## src/rtl/uart_tx_framer.sv

```systemverilog
`default_nettype none
// ============================================================================
// Module   : uart_tx_framer
// Function : Latches up to MAX_BYTES message bytes and sends them, byte 0 first,
//            as UART 8N1; define UART_TX_PARITY_EN for an even-parity bit (8E1).
// Revision : 1.0
// ============================================================================
module uart_tx_framer #(
  parameter int CLKS_PER_BIT = 868,
  parameter int MAX_BYTES    = 16
) (
  input  logic                   clk,
  input  logic                   reset,
  input  logic [8*MAX_BYTES-1:0] tx_show,
  input  logic [4:0]             show_len,
  input  logic                   send,
  output logic                   ready,
  output logic                   busy,
  output logic                   done,
  output logic                   tx
);

  localparam int          MSG_W     = 8 * MAX_BYTES;
  localparam logic [15:0] BAUD_LAST = 16'(CLKS_PER_BIT - 1);
  localparam logic [4:0]  LEN_MAX   = 5'(MAX_BYTES);

  typedef enum logic [2:0] {
    S_IDLE   = 3'd0,
    S_START  = 3'd1,
    S_DATA   = 3'd2,
`ifdef UART_TX_PARITY_EN
    S_PARITY = 3'd3,
`endif
    S_STOP   = 3'd4
  } state_t;

  state_t             state_q, state_d;
  logic [15:0]        baud_q, baud_d;
  logic [2:0]         bit_q, bit_d;
  logic [4:0]         byte_q, byte_d;
  logic [4:0]         len_q, len_d;
  logic [MSG_W-1:0]   msg_q, msg_d;
  logic               tx_q, tx_d;
  logic               done_q, done_d;

  logic               baud_wrap;
  logic [7:0]         cur_byte;

  // The byte on the wire always sits in the top of the shift buffer.
  assign cur_byte  = msg_q[MSG_W-1 -: 8];
  assign baud_wrap = (baud_q == BAUD_LAST);

  always_comb begin
    state_d = state_q;
    baud_d  = baud_q;
    bit_d   = bit_q;
    byte_d  = byte_q;
    len_d   = len_q;
    msg_d   = msg_q;
    tx_d    = tx_q;
    done_d  = 1'b0;

    if (state_q != S_IDLE) begin
      baud_d = baud_wrap ? 16'd0 : baud_q + 16'd1;
    end

    case (state_q)
      S_IDLE: begin
        tx_d = 1'b1;
        if (send && (show_len != 5'd0)) begin
          state_d = S_START;
          msg_d   = tx_show;
          len_d   = (show_len > LEN_MAX) ? LEN_MAX : show_len;
          byte_d  = 5'd0;
          bit_d   = 3'd0;
          baud_d  = 16'd0;
          tx_d    = 1'b0;
        end
      end
      S_START: begin
        if (baud_wrap) begin
          state_d = S_DATA;
          bit_d   = 3'd0;
          tx_d    = cur_byte[0];
        end
      end
      S_DATA: begin
        if (baud_wrap) begin
          if (bit_q == 3'd7) begin
`ifdef UART_TX_PARITY_EN
            state_d = S_PARITY;
            tx_d    = ^cur_byte;
`else
            state_d = S_STOP;
            tx_d    = 1'b1;
`endif
          end else begin
            bit_d = bit_q + 3'd1;
            tx_d  = cur_byte[bit_q + 3'd1];
          end
        end
      end
`ifdef UART_TX_PARITY_EN
      S_PARITY: begin
        if (baud_wrap) begin
          state_d = S_STOP;
          tx_d    = 1'b1;
        end
      end
`endif
      S_STOP: begin
        if (baud_wrap) begin
          // Last byte returns to idle with done; otherwise the next start bit follows immediately.
          if (byte_q == len_q - 5'd1) begin
            state_d = S_IDLE;
            byte_d  = 5'd0;
            done_d  = 1'b1;
            tx_d    = 1'b1;
          end else begin
            state_d = S_START;
            byte_d  = byte_q + 5'd1;
            msg_d   = {msg_q[MSG_W-9:0], 8'h00};
            tx_d    = 1'b0;
          end
        end
      end
      default: begin
        state_d = S_IDLE;
        tx_d    = 1'b1;
      end
    endcase
  end

  always_ff @(posedge clk) begin
    if (reset) begin
      state_q <= S_IDLE;
      baud_q  <= 16'd0;
      bit_q   <= 3'd0;
      byte_q  <= 5'd0;
      len_q   <= 5'd0;
      msg_q   <= '0;
      tx_q    <= 1'b1;
      done_q  <= 1'b0;
    end else begin
      state_q <= state_d;
      baud_q  <= baud_d;
      bit_q   <= bit_d;
      byte_q  <= byte_d;
      len_q   <= len_d;
      msg_q   <= msg_d;
      tx_q    <= tx_d;
      done_q  <= done_d;
    end
  end

  assign ready = (state_q == S_IDLE);
  assign busy  = ~ready;
  assign done  = done_q;
  assign tx    = tx_q;

endmodule
`default_nettype wire

```

## config.mk

```make
export PLATFORM = sky130hd
export DESIGN_NAME = uart_tx_framer
export DESIGN_NICKNAME = d
export VERILOG_FILES = /design/src/rtl/uart_tx_framer.sv
export SDC_FILE = /design/constraint.sdc
export NUM_CORES = 1
export LEC_CHECK = 0
export BUFFER_PORTS_ARGS = -buffer_cell sky130_fd_sc_hd__buf_2
export CORE_MARGIN = 1
export CORE_UTILIZATION = 25
export DETAILED_ROUTE_END_ITERATION = 16
export PLACE_DENSITY = 0.53
export SETUP_SLACK_MARGIN = 0.02
export SLEW_MARGIN = 25
export SYNTH_ARGS = -nofsm -noshare
export SYNTH_HDL_FRONTEND = slang
export SYNTH_SLANG_ARGS = --single-unit
```

## constraint.sdc

```tcl
create_clock -name clk -period 2.46 [get_ports clk]
set_input_delay 0.123 -clock clk [delete_from_list [all_inputs] [get_ports clk]]
set_output_delay 0.123 -clock clk [all_outputs]
set_load 0.02 [all_outputs]
```

==> key figures, run 1 <==
Status
  – Status: finished, final reports clean

Route
  – DRC: 0
  – DRT antenna net count: 0
  – Vias post-DR: 7,966
  – WL/cell: 16.0 µm
  – Post-Route WL: ~26,000 µm
  – DRT iter0 DRCs: slightly above 600
  – DR vias/cell: 4.92
  – First drt pass iteration count: 5

Logic synthesis
  – Largest family of logic cells by synthesized area: compound AO/OA/AOI/OAI gates
  – Synthesized cell area: 8280 µm²
  – FF+latch count, synth: roughly 160
  – Number of synthesized flops with an enable pin: 0
  – Post-synthesis compound-gate area fraction: 0.328
  – Cells after Synth: 949
  – Syn. warnings: 0
  – Simple-Gate Fraction of Synth Area: 0.190
  – Mux share of post-synthesis cell area: 0.00680
  – XOR/XNOR share of the synthesized area: 0.0169
  – Mean post-synth cell area: 8.72 µm²
  – Net Count, Synth: 1,090
  – Most used DFF post-synth: dfxtp_1
  – Synth async-reset ratio: 0
  – Yosys cell types: 54
  – Register area share after synthesis: 0.392
  – Adder-cell area share of the yosys netlist: 0.00756

Worst setup path
  – WP data arrival: about 2600 ps
  – Worst Setup End Kind: flop
  – FF-to-FF setup slack: 190 ps
  – Crit path launch: len_q[0]$_SDFFE_PP0P_
  – Crit path to: msg_q[122]$_SDFFE_PP0P_
  – RR Endpoint: msg_q[122]$_SDFFE_PP0P_
  – Startpoint types: flop
  – Reg2reg path depth: 9
  – FF-to-FF Start: len_q[0]$_SDFFE_PP0P_
  – Crit-path max FO: 96
  – Worst Path Required: 2800 ps
  – Crit path kind: flop to flop

STA
  – Final setup fails: 0
  – Slew HR: 0.539
  – Final hold vios: 0
  – Unrepaired setup endpoints after global routing: false
  – Crit share post-route: 0.923
  – Fin crit period: 2270 ps
  – Final Skew: 15.1 ps
  – Max Slew Vio Count: 0
  – Setup TNS: 0 ps
  – Fmax: between 400 and 500 MHz
  – Slew of the pin with the lowest slew margin: about 690 ps

Cells and area
  – Layout cells sized above 1: 0.276
  – Layout area overhead: 35.8%
  – Nets@finish: ~1.3k
  – Diodes inserted: 0
  – Post-route design area: 11,200 µm²

Placement
  – Port buffer count: 139
  – Placer Congestion: about 0.9
  – DP HPWL: 16,600 µm
  – DP Area: between 9000 and 10,000 µm²

Floorplanning
  – Die Ht: 184 µm
  – Area of the die: roughly 34,000 µm²
  – Total I/O pin count: 140
  – Rows: 66
  – Core ar.: 32,500 µm²
  – Starting Density: 0.254
  – DIE WIDTH: 184 µm

Clock tree
  – H-tree Lvls: 4
  – CTS root buffer: clkbuf_16
  – Clock Latency Late Sink: 440 ps
  – # Post-CTS Setup Buffers: 0
  – CTS tree: yes
  – Clock tree buffer depth: 2
  – Clk slew on worst S/H paths: 70 ps
  – CTS sink count: 162
  – Cts bufs inserted: 17

Global routing
  – Initial antenna violation count: 0
  – Gr ovfl total: 0
  – Gr usage total: 0.153
  – Largest net degree at the start of global routing: between 100 and 150
  – First-pass GRT wire length: 41,000 µm
  – Vias in the first global route: 7,567

Pwr
  – VDD IR max: between 400 and 500 µV
  – Power per cell area: 595 nW/µm²
  – Leak Pwr: 4.15 nW
  – Total power: 6.69 mW

Min path
  – HP Class: input pin to flop

Job
  – Number of max-cap violations: 0
cell usage in the layout, fill, tap and decap left out, types with 4 or more instances in the layout:
cell | Yosys | final
a21oi_1 | 138 | 138
a22o_1 | 8 | 8
a311oi_1 | 22 | 22
a311oi_2 | 100 | 100
a31oi_1 | 6 | 6
buf_12 | 0 | 11
buf_2 | 26 | 138
buf_4 | 0 | 25
clkbuf_16 | 0 | 17
clkinv_4 | 1 | 5
dfxtp_1 | 162 | 161
dlygate4sd3_1 | 0 | 111
ha_1 | 5 | 5
inv_8 | 0 | 4
nand2_1 | 268 | 267
nand3_1 | 10 | 10
nand3b_1 | 7 | 7
nand4_1 | 11 | 11
nor2_1 | 24 | 24
nor3_1 | 13 | 13
nor4_1 | 6 | 5
o21ai_0 | 6 | 6
or3_1 | 4 | 4
xnor2_1 | 10 | 10
xor2_1 | 6 | 6
worst min-delay path by stage:
stage	start	to	slack (ps)	cells after the start
floorplan	tx_show[0]	msg_q[0]$_SDFFE_PP0P_	250	1
global placement	tx_show[6]	msg_q[6]$_SDFFE_PP0P_	330	2
detailed placement	tx_show[3]	msg_q[3]$_SDFFE_PP0P_	330	2
CTS	tx_show[41]	msg_q[41]$_SDFFE_PP0P_	0.6	3
global route	tx_show[106]	msg_q[106]$_SDFFE_PP0P_	5	3
finish	tx_show[94]	msg_q[94]$_SDFFE_PP0P_	6	3
through the flow:
stage	cells	utilization	worst slack (ps)	hold slack [ps]
finish	1619	0.346	190	6.19
global route	1619	0.346	22.8	4.86
CTS	1618	0.344	155	0.634
global placement	1476	0.293	247	335
floorplan	949	-	326	249
detailed placement	1476	0.293	195	335
state kept, by name, summed over array words and instances, names as in the netlist:
name / flops
msg_q: 128
baud_q: 16
byte_q: 5
len_q: 5
bit_q: 3
state_q: 3
done: 1
tx: 1
kinds of logic after synthesis:
logic type / Yosys count
compound gates: 301
simple gates: 366
xor+xnor: 16
fa+ha+maj: 5
mux: 3
buf+inv: 96
flops: 162
metal layers:
| layer | routed length [µm] | vias up | part of all wire | track usage |
|---|---|---|---|---|
| met4 | 301 | 0 | 0.012 | 0.0400 |
| met5 | 0 | - | 0 | 0 |
| met1 | 12600 | 3836 | 0.49 | 0.215 |
| li1 | - | 3911 | - | - |
| met2 | 11900 | 200 | 0.46 | 0.237 |
| met3 | 1120 | 19 | 0.043 | 0.0303 |
synthesized netlist by cell type (2+ instances only):
cell type,count,share of area
nand2_1,268,0.12
dfxtp_1,162,0.39
a21oi_1,138,0.083
a311oi_2,100,0.18
clkbuf_1,54,0.024
buf_2,26,0.016
nor2_1,24,0.011
a311oi_1,22,0.023
nor3_1,13,0.0079
buf_6,12,0.016
nand4_1,11,0.0083
nand3_1,10,0.0060
xnor2_1,10,0.011
a22o_1,8,0.0085
nand3b_1,7,0.0063
a31oi_1,6,0.0045
nor4_1,6,0.0045
o21ai_0,6,0.0036
xor2_1,6,0.0063
ha_1,5,0.0076
and2_1,4,0.0030
or3_1,4,0.0030
inv_1,3,0.0014
nand2b_1,3,0.0023
nand4b_1,3,0.0032
nor2b_1,3,0.0023
o211ai_1,3,0.0027
a41oi_1,2,0.0021
and3_1,2,0.0015
mux4_2,2,0.0054
nor4bb_1,2,0.0024
o22ai_1,2,0.0015
timing repair:
action,in CTS,in global routing
endpoints found under the hold margin,110,1
gates resized for setup,0,6
setup endpoints to repair,0,37
hold buffers,110,1
worst max-delay path, cell delays in order (launching register included):
cell	delay [ps]
dfxtp_1	400
inv_1	60
ha_1	300
xnor2_1	180
a211oi_2	70
buf_4	150
o2111ai_4	110
buf_12	410
a21oi_1	160
a311oi_2	270
power by group:
part           switching [mW]  internal (mW)  total [mW]
logic                   0.541          0.542        1.08
registers               0.118           2.82        2.94
clock network            1.31           1.36        2.67
total                    1.97           4.72        6.69
final cells by class:
cell class              instances  area [µm²]
well taps                     442         553
flip-flops and latches        162        3240
fillers                      3461       21300
clock inverters                15         163
repair buffers                288        2240
inverters                       4        20.0
multi-input cells             691        4590
clock buffers                  17         425
No activity file was read; power rests on OpenSTA's default activity.
==> run 2, diff against run 1 <==
- CTS_BUF_LIST: default -> sky130_fd_sc_hd__clkbuf_2 sky130_fd_sc_hd__clkbuf_4 sky130_fd_sc_hd__clkbuf_8
- SKIP_LAST_GASP: default -> 1
==> run 2 against run 1 <==
Maximum frequency increased by 0.34%. Flip-flop and latch count unchanged. Core utilization about the same. Combinational power about the same. Sequential power about the same. Critical path depth unchanged. Clock skew increased by 5.6 ps. Total power decreased by 9.9%. Largest cell class unchanged.
==> key figures, run 2 (same netlist as run 1, synthesis figures left out) <==
Global routing
  – Largest net degree at the start of global routing: 127 (unchanged)
  – Met3 Resource Use GR: 0.0275 (-0.00277)
  – Initial antenna violation count: 0 (unchanged)
  – First-pass GRT wire length: 41,400 µm (+0.96%)
  – Met1 Usage GRT: 0.217 (+0.00200)
  – Vias in the first global route: 7,726 (+2.1%)
  – Gr ovfl total: 0 (unchanged)
  – Grt peak-use layer: met2
  – GR Util met2: 0.240 (+0.00242)
  – Gr usage total: 0.154 (+0.000948)

Min path
  – HP Class: input pin to flop
  – Hold Path Depth: 2 (-1)
  – Hold EP: baud_q[0]$_SDFF_PP0_
  – Hold path startpoint: reset

Clock tree
  – CTS tree: yes
  – Clock Latency Late Sink: 470 ps (+30 ps)
  – Clk slew on worst S/H paths: 100 ps (+30 ps)
  – CTS sink count: 162 (unchanged)
  – Cts bufs inserted: 17 (unchanged)
  – CTS root buffer: clkbuf_8
  – Clock tree buffer depth: 2 (unchanged)
  – H-tree Lvls: 4 (unchanged)
  – # Post-CTS Setup Buffers: 0 (unchanged)

Floorplanning
  – DIE WIDTH: 184 µm (unchanged)
  – Core ar.: 32,500 µm² (unchanged)
  – Rows: 66 (unchanged)
  – Area of the die: 33,800 µm² (unchanged)
  – Starting Density: 0.254 (unchanged)
  – Total I/O pin count: 140 (unchanged)
  – Die Ht: 184 µm (unchanged)

Worst setup path
  – Crit path launch: len_q[0]$_SDFFE_PP0P_
  – RR Endpoint: msg_q[108]$_SDFFE_PP0P_
  – Crit path kind: flop to flop
  – FF-to-FF Start: len_q[0]$_SDFFE_PP0P_
  – CP top delay family: buffers and inverters
  – WP data arrival: 2640 ps (+30 ps)
  – Worst Setup End Kind: flop
  – Worst stage delay on the critical path: 410 ps (about the same)
  – Crit-path max FO: 96 (unchanged)
  – Crit path buffers/inverters: 3 (unchanged)
  – Worst-path cell chain: inv_1, ha_1, xnor2_1, a211oi_2, buf_4, o2111ai_4, buf_12, a21oi_1, a311oi_2
  – Worst Path Required: 2840 ps (+40 ps)
  – Reg2reg path depth: 9 (unchanged)
  – Critical-path top delay cell: dfxtp_1
  – FF-to-FF setup slack: 200 ps (about the same)
  – Startpoint types: flop

Route
  – DRT antenna net count: 0 (unchanged)
  – First drt pass iteration count: 5 (unchanged)
  – DRT iter0 DRCs: 610 (+0.33%)
  – DR vias/cell: 4.91 (-0.29%)
  – Vias post-DR: 8,041 (+0.94%)
  – DRC: 0 (unchanged)
  – Post-Route WL: 26,300 µm (+1.4%)
  – WL/cell: 16.0 µm (+0.12%)

Cells and area
  – Commonest non-fill, non-tap cell in the layout: nand2_1
  – Reg with most FFs: msg_q
  – Layout area overhead: 36.0%
  – Top Registers: msg_q x128, baud_q x16
  – Nets@finish: 1,325 (+1.5%)
  – Diodes inserted: 0 (unchanged)
  – Max FFs per register: 128 (unchanged)
  – Fin util: 0.346 (+0.000462)
  – Layout cells sized above 1: 0.272 (-0.00378)
  – Final non-filler cell total: 1,639 (+1.2%)
  – Commonest non-fill, non-tap cells in the layout: 267 x nand2_1, 161 x dfxtp_1, 138 x a21oi_1, 138 x buf_2, 131 x dlygate4sd3_1

STA
  – Unrepaired setup endpoints after global routing: false
  – Final setup fails: 0 (unchanged)
  – Fin crit period: 2260 ps (-7.61 ps)
  – Setup TNS: 0 ps (unchanged)
  – Final Skew: 20.7 ps (+5.61 ps)
  – Slew HR: 0.522 (-0.0170)
  – Fmax: 442 MHz (+0.34%)
  – Max Slew Vio Count: 0 (unchanged)
  – Final hold vios: 0 (unchanged)
  – Crit share post-route: 0.920 (-0.00310)
  – Slew of the pin with the lowest slew margin: 714 ps (+25.4 ps)

Pwr
  – Clk pwr share: 0.329 (-0.070)
  – Leak Pwr: 4.15 nW (about the same)
  – VDD IR max: 289 µV (-40%)
  – Comb power frac: 0.184 (+0.022)
  – Sequential power share: 0.487 (+0.048)
  – Total power: 6.03 mW (-9.9%)
  – Cell Int Power: 4.15 mW (-12%)
  – Sw Share: 0.312 (+0.0181)
  – Power per cell area: 536 nW/µm² (-10%)
  – P_sw: 1.88 mW (-4.3%)

Status
  – Status: finished, final reports clean

Placement
  – Port buffer count: 139 (unchanged)
  – Placer Congestion: 0.885 (unchanged)
  – Placed cells: 1,476 (unchanged)
  – DP HPWL: 16,600 µm (unchanged)

Job
  – Number of max-cap violations: 0 (unchanged)
[run 2: changes by cell type in the layout (fill, tap and decap cells not counted)]
cell and change:
clkbuf_16 -17, clkbuf_8 +17, dlygate4sd3_1 +20, nor4_1 -1, nor4_2 +1
[run 2: final cells by class]
type / instances / area, µm²
clock buffer: 17 / 234
timing repair buffer: 308 / 2440
sequential: 162 / 3240
fill: 3453 / 21300
inverter: 4 / 20.0
clock inverter: 15 / 163
multi-input combinational: 691 / 4600
tap: 442 / 553
[run 2: worst max-delay path by stage]
stage                                    endpoint  slack, ps  cells after the start
after CTS                   msg_q[1]$_SDFFE_PP0P_        150                     10
after detailed placement    msg_q[7]$_SDFFE_PP0P_        200                     10
final                     msg_q[108]$_SDFFE_PP0P_        200                      9
after global placement     msg_q[86]$_SDFFE_PP0P_        250                      7
after global routing       msg_q[80]$_SDFFE_PP0P_         50                      9
after floorplan            msg_q[52]$_SDFFE_PP0P_        330                      9
[run 2: timing repair]
action / 4_1_cts / 5_1_grt
resized for setup: 0 / 7
setup endpoints to repair: 0 / 38
hold buffers: 131 / 0
endpoints found under the hold margin: 131 / 0
[run 2: power groups by stage]
stage	Clock [mW]	Sequential (mW)	Combinational, mW
CTS	2.03	2.94	1.11
detailed placement	0	3.00	0.948
global route	2.14	2.96	1.22
finish	1.98	2.94	1.11
global placement	0	3.00	0.933
floorplan	0	2.96	0.673
[run 2: metal layers]
layer	share of wire	up-vias	routed length [µm]
met4	0.013	0	342
li1	-	3954	-
met5	0	-	0
met1	0.48	3866	12600
met2	0.46	198	12100
met3	0.046	23	1210
[run 2: per-stage QoR]
step	hold slack (ps)	area [µm²]	worst slack, ps
3_3_place_gp	335	9520	247
3_5_place_dp	335	9520	195
2_1_floorplan	249	8280	326
6_report	56.9	11300	198
5_1_grt	37.1	11300	54.4
4_1_cts	15.7	11200	155
==> run 3, diff against run 2 <==
- CORE_UTILIZATION: 25 -> 55
- PLACE_DENSITY: 0.53 -> 0.89
==> run 3 against run 2 <==
Clock power barely moved. Clock skew fell by 3.7 ps. Maximum frequency fell by 2.8%. Non-clock buffer count fell by 6. Via count rose by 8.8%. Wire length rose by 7.0%. Highest routed layer unchanged.
==> key figures, run 3 (same netlist as run 1, synthesis figures left out) <==
STA
  – Crit share post-route: 0.946 (+0.0265)
  – Fmax: 430 MHz (-2.8%)
  – Setup TNS: 0 ps (unchanged)
  – Fin crit period: 2330 ps (+65.3 ps)
  – Unrepaired setup endpoints after global routing: true
  – Final Skew: 17.0 ps (-3.66 ps)
  – Final hold vios: 0 (unchanged)
  – Slew of the pin with the lowest slew margin: 676 ps (-38.6 ps)
  – Max Slew Vio Count: 0 (unchanged)
  – Final setup fails: 0 (unchanged)
  – Slew HR: 0.550 (+0.0278)
  – Final hold slack: 28.9 ps (-28.1 ps)

Min path
  – Hold path startpoint: tx_show[124]
  – Hold EP: msg_q[124]$_SDFFE_PP0P_
  – HP Class: input pin to flop
  – Hold Path Depth: 3 (+1)

Cells and area
  – Fill count: 949 (-73%)
  – Commonest non-fill, non-tap cells in the layout: 267 x nand2_1, 162 x dfxtp_1, 138 x a21oi_1, 138 x buf_2, 131 x dlygate4sd3_1
  – Multi-input combinational cell area: 4590 µm² (-0.27%)
  – Fin util: 0.745 (+0.399)
  – Nets@finish: 1,319 (-0.45%)
  – Layout area overhead: 31.4%
  – Reg with most FFs: msg_q
  – Commonest non-fill, non-tap cell in the layout: nand2_1
  – Layout cells sized above 1: 0.266 (-0.00680)
  – Max FFs per register: 128 (unchanged)
  – Storage element area: 3240 µm² (about the same)
  – Top Registers: msg_q x128, baud_q x16

Clock tree
  – Clock tree buffer depth: 2 (unchanged)
  – Cts bufs inserted: 17 (unchanged)
  – CTS sink count: 162 (unchanged)
  – CTS root buffer: clkbuf_8
  – Clk slew on worst S/H paths: 100 ps (about the same)
  – Clock Latency Late Sink: 470 ps (about the same)
  – H-tree Lvls: 4 (unchanged)
  – CTS tree: yes

Worst setup path
  – FF-to-FF Start: len_q[0]$_SDFFE_PP0P_
  – Worst stage delay on the critical path: 400 ps (about the same)
  – Worst Setup End Kind: flop
  – Worst Path Required: 2810 ps (-30 ps)
  – Crit path kind: flop to flop
  – Worst-path cell chain: inv_1, ha_1, xnor2_1, a211oi_2, o2111ai_4, and2_4, buf_4, a311oi_1
  – Critical-path top delay cell: dfxtp_1
  – CP top delay family: compound AO/OA/AOI/OAI gates
  – Crit-path max FO: 16 (-83%)
  – FF-to-FF setup slack: 130 ps (-70 ps)
  – Crit path buffers/inverters: 2 (-1)
  – Startpoint types: flop
  – RR Endpoint: msg_q[74]$_SDFFE_PP0P_
  – WP data arrival: 2680 ps (+40 ps)
  – Reg2reg path depth: 8 (-1)

Placement
  – Placer Congestion: 0.916 (+3.6%)
  – DP HPWL: 13,900 µm (-16%)
  – Port buffer count: 139 (unchanged)

Global routing
  – Initial antenna violation count: 7 (+7)
  – Largest net degree at the start of global routing: 127 (unchanged)
  – Gr ovfl total: 0 (unchanged)
  – Vias in the first global route: 8,420 (+9.0%)
  – Gr usage total: 0.352 (+0.198)
  – First-pass GRT wire length: 43,500 µm (+5.0%)

Route
  – Vias post-DR: 8,749 (+8.8%)
  – DR vias/cell: 6.34 (+29%)
  – DRT iter0 DRCs: 1,250 (+100%)
  – DRT antenna net count: 0 (unchanged)
  – DRC: 0 (unchanged)
  – WL/cell: 20.4 µm (+27%)
  – First drt pass iteration count: 6 (+1)
  – Post-Route WL: 28,100 µm (+7.0%)

Floorplanning
  – Area of the die: 15,500 µm² (-54%)
  – Die Ht: 125 µm (-32%)
  – Starting Density: 0.567 (+0.313)
  – DIE WIDTH: 125 µm (-32%)
  – Core ar.: 14,600 µm² (-55%)
  – Rows: 44 (-33%)
  – Total I/O pin count: 140 (unchanged)

Pwr
  – Leak Pwr: 4.12 nW (-0.87%)
  – Power per cell area: 561 nW/µm² (+4.8%)
  – Total power: 6.10 mW (+1.2%)
  – VDD IR max: 505 µV (+75%)

Status
  – Status: finished, final reports clean

Job
  – Number of max-cap violations: 0 (unchanged)
-- run 3: cell count changes in the layout (fill, tap and decap cells not counted), sizes merged --
| cell | delta |
|---|---|
| bufinv | +2 |
| clkbuf | +7 |
| diode | +7 |
| clkinv | -2 |
| buf | -8 |
| inv | -6 |
-- run 3: worst reg2reg max path: stages (launching register included) --
cell	delay [ps]
dfxtp_1	400
inv_1	60
ha_1	300
xnor2_1	150
a211oi_2	260
o2111ai_4	220
and2_4	260
buf_4	230
a311oi_1	330
-- run 3: layout make-up --
class | instances | share of cell area
Clock inverter | 9 | 0.00967
Antenna cell | 7 | 0.00161
Sequential cell | 162 | 0.298
Tap cell | 184 | 0.0212
Timing Repair Buffer | 302 | 0.219
Inverter | 4 | 0.00184
Multi-Input combinational cell | 691 | 0.422
Clock buffer | 22 | 0.0267
-- run 3: report_power, final --
part           internal (mW)  switching, mW
logic                  0.566          0.587
registers               2.82          0.125
clock network          0.998           1.00
-- run 3: metal layers --
metal  global-route usage  part of all wire  vias up
met5                    0                 0        -
met4                0.230             0.064        0
met2                0.595              0.49      554
met3               0.0851             0.077      162
li1                     -                 -     3937
met1                0.393              0.37     4096
-- run 3: metrics by stage --
| step | area [µm²] | std cells | setup WS, ps |
|---|---|---|---|
| floorplan | 8280 | 949 | 326 |
| global placement | 9070 | 1207 | 169 |
| detailed placement | 9070 | 1207 | 85.4 |
| CTS | 10800 | 1369 | 51.6 |
| global route | 10900 | 1381 | 13.3 |
| finish | 10900 | 1381 | 132 |
-- run 3: worst max path at each step --
stage / end / depth (start not counted) / from / slack (ps)
finish: msg_q[74]$_SDFFE_PP0P_ / 8 / len_q[0]$_SDFFE_PP0P_ / 130
global placement: msg_q[0]$_SDFFE_PP0P_ / 9 / len_q[0]$_SDFFE_PP0P_ / 170
CTS: msg_q[3]$_SDFFE_PP0P_ / 9 / len_q[0]$_SDFFE_PP0P_ / 50
global route: msg_q[74]$_SDFFE_PP0P_ / 8 / baud_q[1]$_SDFF_PP0_ / 10
detailed placement: msg_q[3]$_SDFFE_PP0P_ / 9 / len_q[0]$_SDFFE_PP0P_ / 90
floorplan: msg_q[52]$_SDFFE_PP0P_ / 9 / len_q[0]$_SDFFE_PP0P_ / 330
-- run 3: repair_timing --
| action | in CTS | in global routing |
|---|---|---|
| hold buffers | 131 | 0 |
| resized for setup | 0 | 4 |
| setup endpoints to repair | 0 | 118 |
| buffers inserted | 0 | 3 |
| endpoints found under the hold margin | 131 | 0 |
